## config.mk

```make
export PLATFORM = sky130hd
export DESIGN_NAME = mem_arbiter
export DESIGN_NICKNAME = d
export VERILOG_FILES = /design/src/rtl/mem_arbiter.sv
export SDC_FILE = /design/constraint.sdc
export NUM_CORES = 1
export LEC_CHECK = 0
export BUFFER_PORTS_ARGS = -buffer_cell sky130_fd_sc_hd__buf_4
export CORE_UTILIZATION = 43
export DETAILED_ROUTE_END_ITERATION = 16
export GPL_ROUTABILITY_DRIVEN = 0
export GPL_TIMING_DRIVEN = 0
export PLACE_DENSITY = 0.76
export REMOVE_ABC_BUFFERS = 1
export SYNTH_ARGS = -nofsm -noshare
export SYNTH_HDL_FRONTEND = slang
export SYNTH_SLANG_ARGS = --single-unit
```

## constraint.sdc

```tcl
create_clock -name clk -period 1.9 [get_ports clk]
set_input_delay 0.38 -clock clk [delete_from_list [all_inputs] [get_ports clk]]
set_output_delay 0.38 -clock clk [all_outputs]
set_load 0.02 [all_outputs]
```

## src/rtl/mem_arbiter.sv

```systemverilog
// mem_arbiter: arbitrates an instruction-fetch port and a data port onto one
// shared single-ported RAM with a 1-cycle synchronous read.
// Optional feature: define MEM_ARBITER_ROUND_ROBIN_EN to resolve simultaneous
// requests round-robin (default build uses fixed data-over-fetch priority).
//
// Handshake: a requester raises *_req with its address/data stable and holds it
// until it sees its one-cycle *_ack; once an access reaches ACCESS it always
// completes and acks, even if the request drops; reset aborts it with no ack.
module mem_arbiter (
    input  logic        clk,
    input  logic        reset,
    input  logic        if_req,
    input  logic [15:0] if_addr,
    output logic        if_ack,
    output logic [15:0] if_rdata,
    output logic        if_stall,
    input  logic        d_req,
    input  logic        d_we,
    input  logic [15:0] d_addr,
    input  logic [15:0] d_wdata,
    output logic        d_ack,
    output logic [15:0] d_rdata,
    output logic [15:0] ram_addr,
    output logic [15:0] ram_wdata,
    output logic        ram_we,
    input  logic [15:0] ram_rdata,
    output logic [15:0] conflict_cnt,
    output logic [1:0]  o_state
);
    typedef enum logic [1:0] {
        ST_IDLE   = 2'd0,
        ST_ACCESS = 2'd1,
        ST_RESP   = 2'd2
    } state_t;

    state_t      r_state;
    logic        r_grant_d;      // 1 = data port owns the current access
    logic        r_store;        // current access is a data store
    logic        r_if_ack;
    logic        r_d_ack;
    logic        r_ram_we;
    logic [15:0] r_ram_addr;
    logic [15:0] r_ram_wdata;
    logic [15:0] r_if_rdata;
    logic [15:0] r_d_rdata;
    logic [15:0] r_conflict_cnt;
`ifdef MEM_ARBITER_ROUND_ROBIN_EN
    logic        r_last_d;       // 1 = most recent grant went to data
`endif

    logic        w_both;
    logic        w_pick_d;
    logic        w_other_req;
    logic        w_start;
    logic        w_start_d;

    // Both ports pending at an IDLE decision is a conflict.
    assign w_both = if_req & d_req;

`ifdef MEM_ARBITER_ROUND_ROBIN_EN
    assign w_pick_d = w_both ? ~r_last_d : d_req;
`else
    assign w_pick_d = d_req;
`endif

    // In RESP the port being acked is ignored; only the other port can chain.
    assign w_other_req = r_grant_d ? if_req : d_req;

    assign w_start   = ((r_state == ST_IDLE) && (if_req || d_req)) ||
                       ((r_state == ST_RESP) && w_other_req);
    assign w_start_d = (r_state == ST_IDLE) ? w_pick_d : ~r_grant_d;

    // Access FSM, RAM control, acks, read-data holding and conflict counter.
    always_ff @(posedge clk) begin
        if (reset) begin
            r_state        <= ST_IDLE;
            r_grant_d      <= 1'b1;
            r_store        <= 1'b0;
            r_if_ack       <= 1'b0;
            r_d_ack        <= 1'b0;
            r_ram_we       <= 1'b0;
            r_ram_addr     <= 16'h0000;
            r_ram_wdata    <= 16'h0000;
            r_if_rdata     <= 16'h0000;
            r_d_rdata      <= 16'h0000;
            r_conflict_cnt <= 16'h0000;
`ifdef MEM_ARBITER_ROUND_ROBIN_EN
            r_last_d       <= 1'b1;
`endif
        end else begin
            r_if_ack <= 1'b0;
            r_d_ack  <= 1'b0;
            case (r_state)
                ST_IDLE: begin
                    if (w_both && (r_conflict_cnt != 16'hFFFF))
                        r_conflict_cnt <= r_conflict_cnt + 16'd1;
                end
                ST_ACCESS: begin
                    r_state  <= ST_RESP;
                    r_ram_we <= 1'b0;
                    if (r_grant_d) r_d_ack  <= 1'b1;
                    else           r_if_ack <= 1'b1;
                end
                ST_RESP: begin
                    r_state <= ST_IDLE;
                    // Latch the read data so the port keeps it until its next read.
                    if (!r_grant_d)    r_if_rdata <= ram_rdata;
                    else if (!r_store) r_d_rdata  <= ram_rdata;
                end
                default: r_state <= ST_IDLE;
            endcase
            // A new grant overrides the default next state above.
            if (w_start) begin
                r_state    <= ST_ACCESS;
                r_grant_d  <= w_start_d;
                r_store    <= w_start_d & d_we;
                r_ram_we   <= w_start_d & d_we;
                r_ram_addr <= w_start_d ? d_addr : if_addr;
                if (w_start_d && d_we) r_ram_wdata <= d_wdata;
`ifdef MEM_ARBITER_ROUND_ROBIN_EN
                r_last_d   <= w_start_d;
`endif
            end
        end
    end

    // RAM data lands during RESP; expose it immediately, then hold the latched copy.
    assign if_rdata     = ((r_state == ST_RESP) && !r_grant_d) ? ram_rdata : r_if_rdata;
    assign d_rdata      = ((r_state == ST_RESP) && r_grant_d && !r_store) ? ram_rdata : r_d_rdata;
    assign if_ack       = r_if_ack;
    assign d_ack        = r_d_ack;
    assign if_stall     = if_req & ~r_if_ack;
    assign ram_addr     = r_ram_addr;
    assign ram_wdata    = r_ram_wdata;
    assign ram_we       = r_ram_we;
    assign conflict_cnt = r_conflict_cnt;
    assign o_state      = r_state;

endmodule

```

Word-level counts from Yosys, hierarchy flattened

Cells that the tools add are included.

Register bits after elaboration: 87
Logic and storage cells: 54

Eq/ne operators: 4
Bitwise gates (word level): 7
Reduce and logical (&&, ||, !) cells: 19
Multiplexer cells: 11
Add/subtract/negate cells: 1

Operators by type and width:

| cell                  | count |
|---|---|
| $mux 16               | 3 |
| $add 16x1->16 const B | 1 |
| $ne 16x16->1 const B  | 1 |
| $logic_and 1x1->1     | 7 |
| $mux 1                | 7 |
| $reduce_and 2->1      | 3 |
| $not 1->1             | 4 |
| $pmux 2 s2            | 1 |
| $reduce_or 2->1       | 2 |
| $and 1x1->1           | 3 |
| $reduce_and 3->1      | 1 |
| $eq 2x1->1 const B    | 1 |
| $eq 2x2->1 const B    | 1 |
| $logic_not 1->1       | 2 |
| $logic_not 2->1       | 1 |
| $logic_or 1x1->1      | 2 |
| $ne 2x2->1 const B    | 1 |
| $reduce_bool 2->1     | 1 |

Longest topological paths before layout

Gate-level depths: netlist of the first run.

Depth in word-level cells: 4
Gate-level depth with buffers: 6
Gate-level depth less buffers: 5

Worst setup path after synthesis of the first run

Ideal clock, no wire load.

Kind: register to output
Start point: register r_state[1] (netlist: o_state[1])
End point: output port if_rdata[0]
Buffers on the path: 2
Data arrival time: 1614 ps
Data required time: 1520 ps
Setup slack: -94 ps
Stages on the path, launching flop included: 5
Cells stage by stage: dfxtp_1 buf_6 nor3b_2 buf_4 mux2_2

Longest elaborated chain between the ends: 3

Ends and longest elaborated chain:

| item                     | RTL line | text |
|---|---|---|
| start: declaration       | 36       | `state_t r_state;` |
| start signal: assignment | 76       | `r_state <= ST_IDLE;` |
| start signal: assignment | 99       | `r_state <= ST_RESP;` |
| start signal: assignment | 105      | `r_state <= ST_IDLE;` |
| $eq 2x2->1               | 128      | `assign if_rdata = ((r_state == ST_RESP) && !r_grant_d) ? ram_rdata : r_if_rdata;` |
| $logic_and 1x1->1        | 128      |  |
| $mux 16                  | 128      |  |
| end: declaration         | 15       | `output logic [15:0] if_rdata,` |

Every way passes these cells.

Worst setup path after layout of the first run

Start point: register r_grant_d
End point: output port if_rdata[14]

Longest elaborated chain between the ends: 3

Ends and longest elaborated chain:

| item                     | RTL line | text |
|---|---|---|
| start: declaration       | 37       | `logic r_grant_d;` |
| start signal: assignment | 115      | `r_grant_d <= w_start_d;` |
| $logic_not 1->1          | 128      |  |
| $logic_and 1x1->1        | 128      |  |
| $mux 16                  | 128      |  |

Every way passes these cells.

==> results.yml, run 1 <==
worst_setup_path:
  end_kind: "output port"
  cp-start-kind: "register"
  required_ns: 1.52
  cp_num_buf_inv: 4
  cp_cell_sequence: "buf_8 > nor3b_4 > buf_4 > buf_12 > mux2_4 > buf_6"
  worstSetupStartpoint: "r_grant_d"
  path_max_fanout: 8
  arrival_ns: 1.78
  r2r_cells: 5
  crit_path_max_incr_delay_ns: 0.36
  reg2reg_from: "r_grant_d"
  critical_path_class: "reg -> out"
  r2r_setup_slack_ns: 0.05
  path_delay_family: "buffers and inverters"
  cpMaxStageDelayCell: "dfxtp_4"
  r2r_end: "ram_wdata[11]"
clock_network:
  clock_latency_ns: 0.34
  tritoncts: "built"
  clockBufferDepth: 2
  cts_buffers: 9
  h-tree-depth: 3
  clkTransAtPathRegs_ns: 0.09
  cts_sinks: 87
  cts-hold-fix-buffers: 0
  root_buffer: "clkbuf_8"
power_and_ir_drop:
  combPwrFrac_pct: 19.8
  ir_drop_v: 0.000502
  power_frac_seq_pct: 45.2
  p_int_uw: 3220
  power_leakage_uw: 0.00246
  clkPwrFrac_pct: 35.0
  switching_power_uw: 1100
  power_per_cell_area_nw_per_um2: 764
  swShare_pct: 25.5
sta:
  finalSetupViolCount: 32
  tightest_slew_ns: 0.932
  setup_tns_ns: -6.83
  slew_violations: 0
  timing.final.ws_setup_ns: -0.258
  clock_skew_ns: 0.0150
  relSlewSlack_pct: 37.9
  max_freq_ghz: 0.463
  hold_ws_ns: 0.276
  finalHoldViolations: 0
  period_share_pct: 114
  final.min_clock_period_ns: 2.16
  rsz0062_at_grt: "true"
routing:
  drt_iter0_drc: 78
  drc: 0
  wire_per_inst_um: 14.9
  drt-total-wl_um: 9530
  ant_nets: 0
  num_vias: 3248
  vias_per_cell: 5.08
  dr.pass1.iters: 4
run:
  max_cap_violations: 0
placement:
  port_buffers: 154
  hpwl_um: 5880
min_path:
  hp-start: "d_wdata[6]"
  hp-class: "in -> reg"
  min_delay_worst_endpoint: "ram_wdata[6]"
  min_path_cells: 3
yosys:
  async_flop_share_pct: 0
  yosys_warnings: 0
  yosys-top-cells-count: "dfxtp_1, nor2b_1, nand2_1"
  synth_ff_type: "dfxtp_1"
  ys_types: 49
  synthCells: 373
  synthTopCellsByArea: "dfxtp_1, mux2_2, nor2b_1"
  synth_edf_count: 0
  avgSynthCellArea_um2: 10.0
  synth_top_area_share_pct: 46.7
  synth_seq_cells: 87
  netlist_area_um2: 3730
  synth_largest_area_cell: "dfxtp_1"
  ys_seq_area_share_pct: 46.7
  synthMostInstantiatedCell: "dfxtp_1"
final_layout:
  syn2layout_area_growth_pct: 51.7
  num-fill-cells: 634
  drive_gt1_share_pct: 46.2
  nets: 601
  multi_input_area_um2: 2040
  insertedDiodeCount: 0
  ff_latch_area_um2: 1760
outcome:
  outcome: "complete, but fails checks"
  violations: "setup timing"
floorplan:
  initial_core_util_pct: 44.9
  fp.dieH_um: 95.1
  rows: 33
  core_um2: 8300
  ioPinCount: 155
  die_area_um2: 9050
  die_w_um: 95.1
grt:
  antenna_found_initial: 0
  grt_pass1_vias: 3139
  grt_overflow_total: 0
  met1_usage_pct: 25.3
  grt_max_degree: 91
  gr-max-usage-layer: "met2"
  met2_usage_pct: 37.0
  grt_util_met3_pct: 6.54
  grt_pass1_wl_um: 15100
  grt_usage_pct: 21.5
==> cell usage in the layout (no fill, tap or decap), types with 5 or more instances in the layout <==
cell type,netlist,final
mux2_4,0,32
nor2b_1,38,38
inv_1,5,5
mux2i_1,16,16
or4_1,6,6
o31ai_1,6,6
buf_4,2,130
a21oi_1,28,28
nor2_1,24,24
nand2_1,36,36
a211oi_1,16,16
dfxtp_1,87,81
clkbuf_8,0,9
buf_6,5,36
==> through the flow <==
stage / total power (uW) / cell area, um^2 / instances / util [%] / worst slack, ns
2_1_floorplan: 2370 / 3580 / 348 / - / -1.27
3_3_place_gp: 2690 / 4870 / 607 / 58.7 / -2.38
3_5_place_dp: 2720 / 4900 / 608 / 59.0 / -0.815
4_1_cts: 4340 / 5600 / 636 / 67.4 / -0.266
5_1_grt: 4510 / 5660 / 640 / 68.2 / -0.334
6_report: 4320 / 5660 / 640 / 68.2 / -0.258
==> final cells by class <==
type / count / share of cell area, %
Clock buffer: 10 / 2.26
Clock inverter: 5 / 1.90
Inverter: 5 / 0.332
Multi-Input combinational cell: 257 / 36.0
Sequential cell: 87 / 31.0
Tap cell: 105 / 2.32
Timing Repair Buffer: 171 / 26.1
==> per-layer routing <==
| metal | vias up | share of wire (%) |
|---|---|---|
| met4 | 0 | 1.8 |
| met1 | 1506 | 42 |
| met2 | 108 | 50 |
| met3 | 14 | 6.6 |
| met5 | - | 0 |
| li1 | 1620 | - |
==> worst max-delay path by stage <==
stage	to	slack (ns)	depth (start not counted)
final	if_rdata[14]	-0.26	6
after global placement	d_rdata[0]	-2.38	3
after floorplan	d_rdata[0]	-1.27	2
after global routing	d_rdata[8]	-0.33	4
after detailed placement	if_rdata[15]	-0.82	3
after CTS	d_rdata[0]	-0.27	4
==> tightest hold or removal path, stage by stage <==
cell and delay (ns):
buf_4 0.11, nand2_1 0.04, a21oi_1 0.05
==> repair_timing <==
item	CTS	global route
pin swaps	3	8
setup buffers	11	5
cloned	2	0
resized for setup	81	9
endpoints found under the setup margin	94	56
==> cells by family after synthesis <==
group           count (synthesis)  share of synthesized area [%]
simple gates                  139                           21.2
flops                          87                           46.7
compound gates                 63                           11.6
mux                            53                           15.8
buf+inv                        30                           4.39
fa+ha+maj                       1                          0.335
==> power by group through the flow <==
stage,clock (uW),combinational (uW),sequential [uW]
3_5_place_dp,0,709,2010
5_1_grt,1630,919,1960
4_1_cts,1550,835,1950
2_1_floorplan,0,291,2080
6_report,1510,855,1950
3_3_place_gp,0,692,2000
==> state kept, by name, indices dropped and copies added (netlist names), 2 cells and up <==
register,count
ram_addr,16
o_state,2
r_d_rdata,16
conflict_cnt,16
r_if_rdata,16
ram_wdata,16
Power figures use the tool's default switching activity.
==> inputs of run 2 (changes only) <==
--- a/config.mk
+++ b/config.mk
@@ -6,11 +6,13 @@
 export NUM_CORES = 1
 export LEC_CHECK = 0
 export BUFFER_PORTS_ARGS = -buffer_cell sky130_fd_sc_hd__buf_4
-export CORE_UTILIZATION = 43
+export CELL_PAD_IN_SITES_DETAIL_PLACEMENT = 1
+export CELL_PAD_IN_SITES_GLOBAL_PLACEMENT = 1
+export CORE_UTILIZATION = 32
 export DETAILED_ROUTE_END_ITERATION = 16
 export GPL_ROUTABILITY_DRIVEN = 0
 export GPL_TIMING_DRIVEN = 0
-export PLACE_DENSITY = 0.76
+export PLACE_DENSITY = 0.8
 export REMOVE_ABC_BUFFERS = 1
 export SYNTH_ARGS = -nofsm -noshare
 export SYNTH_HDL_FRONTEND = slang
==> results.yml, run 2 (synthesis gave the netlist of run 1 again) <==
sta:
  setup_tns_ns: -7.46
  finalHoldViolations: 0
  clock_skew_ns: 0.00562
  period_share_pct: 114
  max_freq_ghz: 0.461
  finalSetupViolCount: 36
  relSlewSlack_pct: 37.1
  tightest_slew_ns: 0.944
  final.min_clock_period_ns: 2.17
  rsz0062_at_grt: "true"
  slew_violations: 0
  timing.final.ws_setup_ns: -0.271
routing:
  num_vias: 3381
  drt-total-wl_um: 11400
  drc: 0
  drt_iter0_drc: 127
  dr.pass1.iters: 4
  wire_per_inst_um: 16.5
  vias_per_cell: 4.89
  ant_nets: 0
floorplan:
  fp.dieH_um: 110
  die_area_um2: 12100
  initial_core_util_pct: 32.8
  rows: 39
  core_um2: 11400
  die_w_um: 110
  ioPinCount: 155
clock_network:
  clock_latency_ns: 0.34
  cts-hold-fix-buffers: 0
  tritoncts: "built"
  h-tree-depth: 3
  clkTransAtPathRegs_ns: 0.06
  root_buffer: "clkbuf_16"
  cts_buffers: 9
  cts_sinks: 87
  clockBufferDepth: 2
run:
  max_cap_violations: 0
final_layout:
  nets: 614
  design_area_um2: 6040
  drive_gt1_share_pct: 48.7
  layout_common_cells: "buf_4, dfxtp_1, buf_6, nor2b_1"
  final_core_util_pct: 53.1
  final_cells: 691
  insertedDiodeCount: 0
  mostFrequentLayoutCell: "buf_4"
  syn2layout_area_growth_pct: 61.9
placement:
  dp.cells: 647
  place_area_um2: 4960
  hpwl_um: 7050
  port_buffers: 154
worst_setup_path:
  arrival_ns: 1.79
  r2r_cells: 7
  cp-start-kind: "register"
  crit_path_max_incr_delay_ns: 0.36
  cp_num_buf_inv: 3
  cp_cell_sequence: "buf_8 > nor3b_4 > buf_6 > mux2_4 > buf_6"
  path_delay_family: "buffers and inverters"
  end_kind: "output port"
  cp_common_cell: "buf_6"
  path_max_fanout: 8
  critical_path_depth: 5
  critical_path_class: "reg -> out"
  cpMaxStageDelayCell: "dfxtp_4"
  required_ns: 1.52
grt:
  antenna_found_initial: 0
  grt_pass1_vias: 3533
  grt_pass1_wl_um: 17400
  grt_overflow_total: 0
  grt_usage_pct: 19.0
  grt_max_degree: 91
min_path:
  hp-class: "in -> reg"
  min_path_cells: 3
power_and_ir_drop:
  power_per_cell_area_nw_per_um2: 818
  ir_drop_v: 0.000597
  fin_total_pwr_uw: 4940
  power_leakage_uw: 0.00261
outcome:
  violations: "setup timing"
  outcome: "complete, but fails checks"
run 2: cell types whose count changed in the layout (fill, tap and decap cells not counted), moves of 3 or more:
cell,before,now
mux2_2,3,0
mux2_4,32,35
buf_6,36,39
clkbuf_16,0,9
clkbuf_8,9,2
buf_4,130,137
buf_8,1,4
run 2: where the power goes:
part | switching [uW] | internal (uW) | leakage [uW]
registers | 46.3 | 1910 | 0.000710
logic | 443 | 478 | 0.00173
clock network | 715 | 1350 | 0.000169
total | 1200 | 3740 | 0.00261
run 2: area by class of cell:
cell class              instances  area [um^2]
fillers                      1266         5330
clock buffers                  12          256
multi-input cells             257         2130
clock inverters                 3         90.1
well taps                     143          179
repair buffers                184         1610
flip-flops and latches         87         1750
inverters                       5         18.8
run 2: final timing paths:
kind	startpoint	end	slack [ns]
max reg2reg	o_state[0]	conflict_cnt[11]	-0.08
min reg2reg	ram_wdata[0]	ram_wdata[0]	0.46
min	d_wdata[13]	ram_wdata[13]	0.29
max	o_state[0]	if_rdata[8]	-0.27
run 2: what timing repair did:
action / in CTS / in global routing
endpoints found under the setup margin: 91 / 69
setup buffers: 20 / 9
resized for setup: 92 / 25
pin swaps: 6 / 8
gates cloned: 2 / 0
run 2: worst reg2reg max path: stages (launching register included):
cell and delay, ns:
dfxtp_4 0.36, buf_8 0.12, buf_4 0.13, buf_8 0.12, and4bb_4 0.35, nand4_4 0.16
or4_4 0.55, a21oi_2 0.13
run 2: layer usage:
layer  up-vias  wire length [um]  share of wire [%]  GRT usage, %
met5         -                 0                  0             0
met4         0               116                1.0          6.67
met3        10               621                5.4          5.22
met2       101              6060                 53          35.5
met1      1620              4640                 41          20.3
li1       1650                 -                  -             -
run 2: through the flow:
step | hold WS [ns] | setup slack (ns)
after detailed placement | 0.450 | -0.605
after global placement | 0.444 | -2.51
after floorplan | 0.444 | -1.27
after CTS | 0.277 | -0.314
after global routing | 0.287 | -0.329
final | 0.289 | -0.271
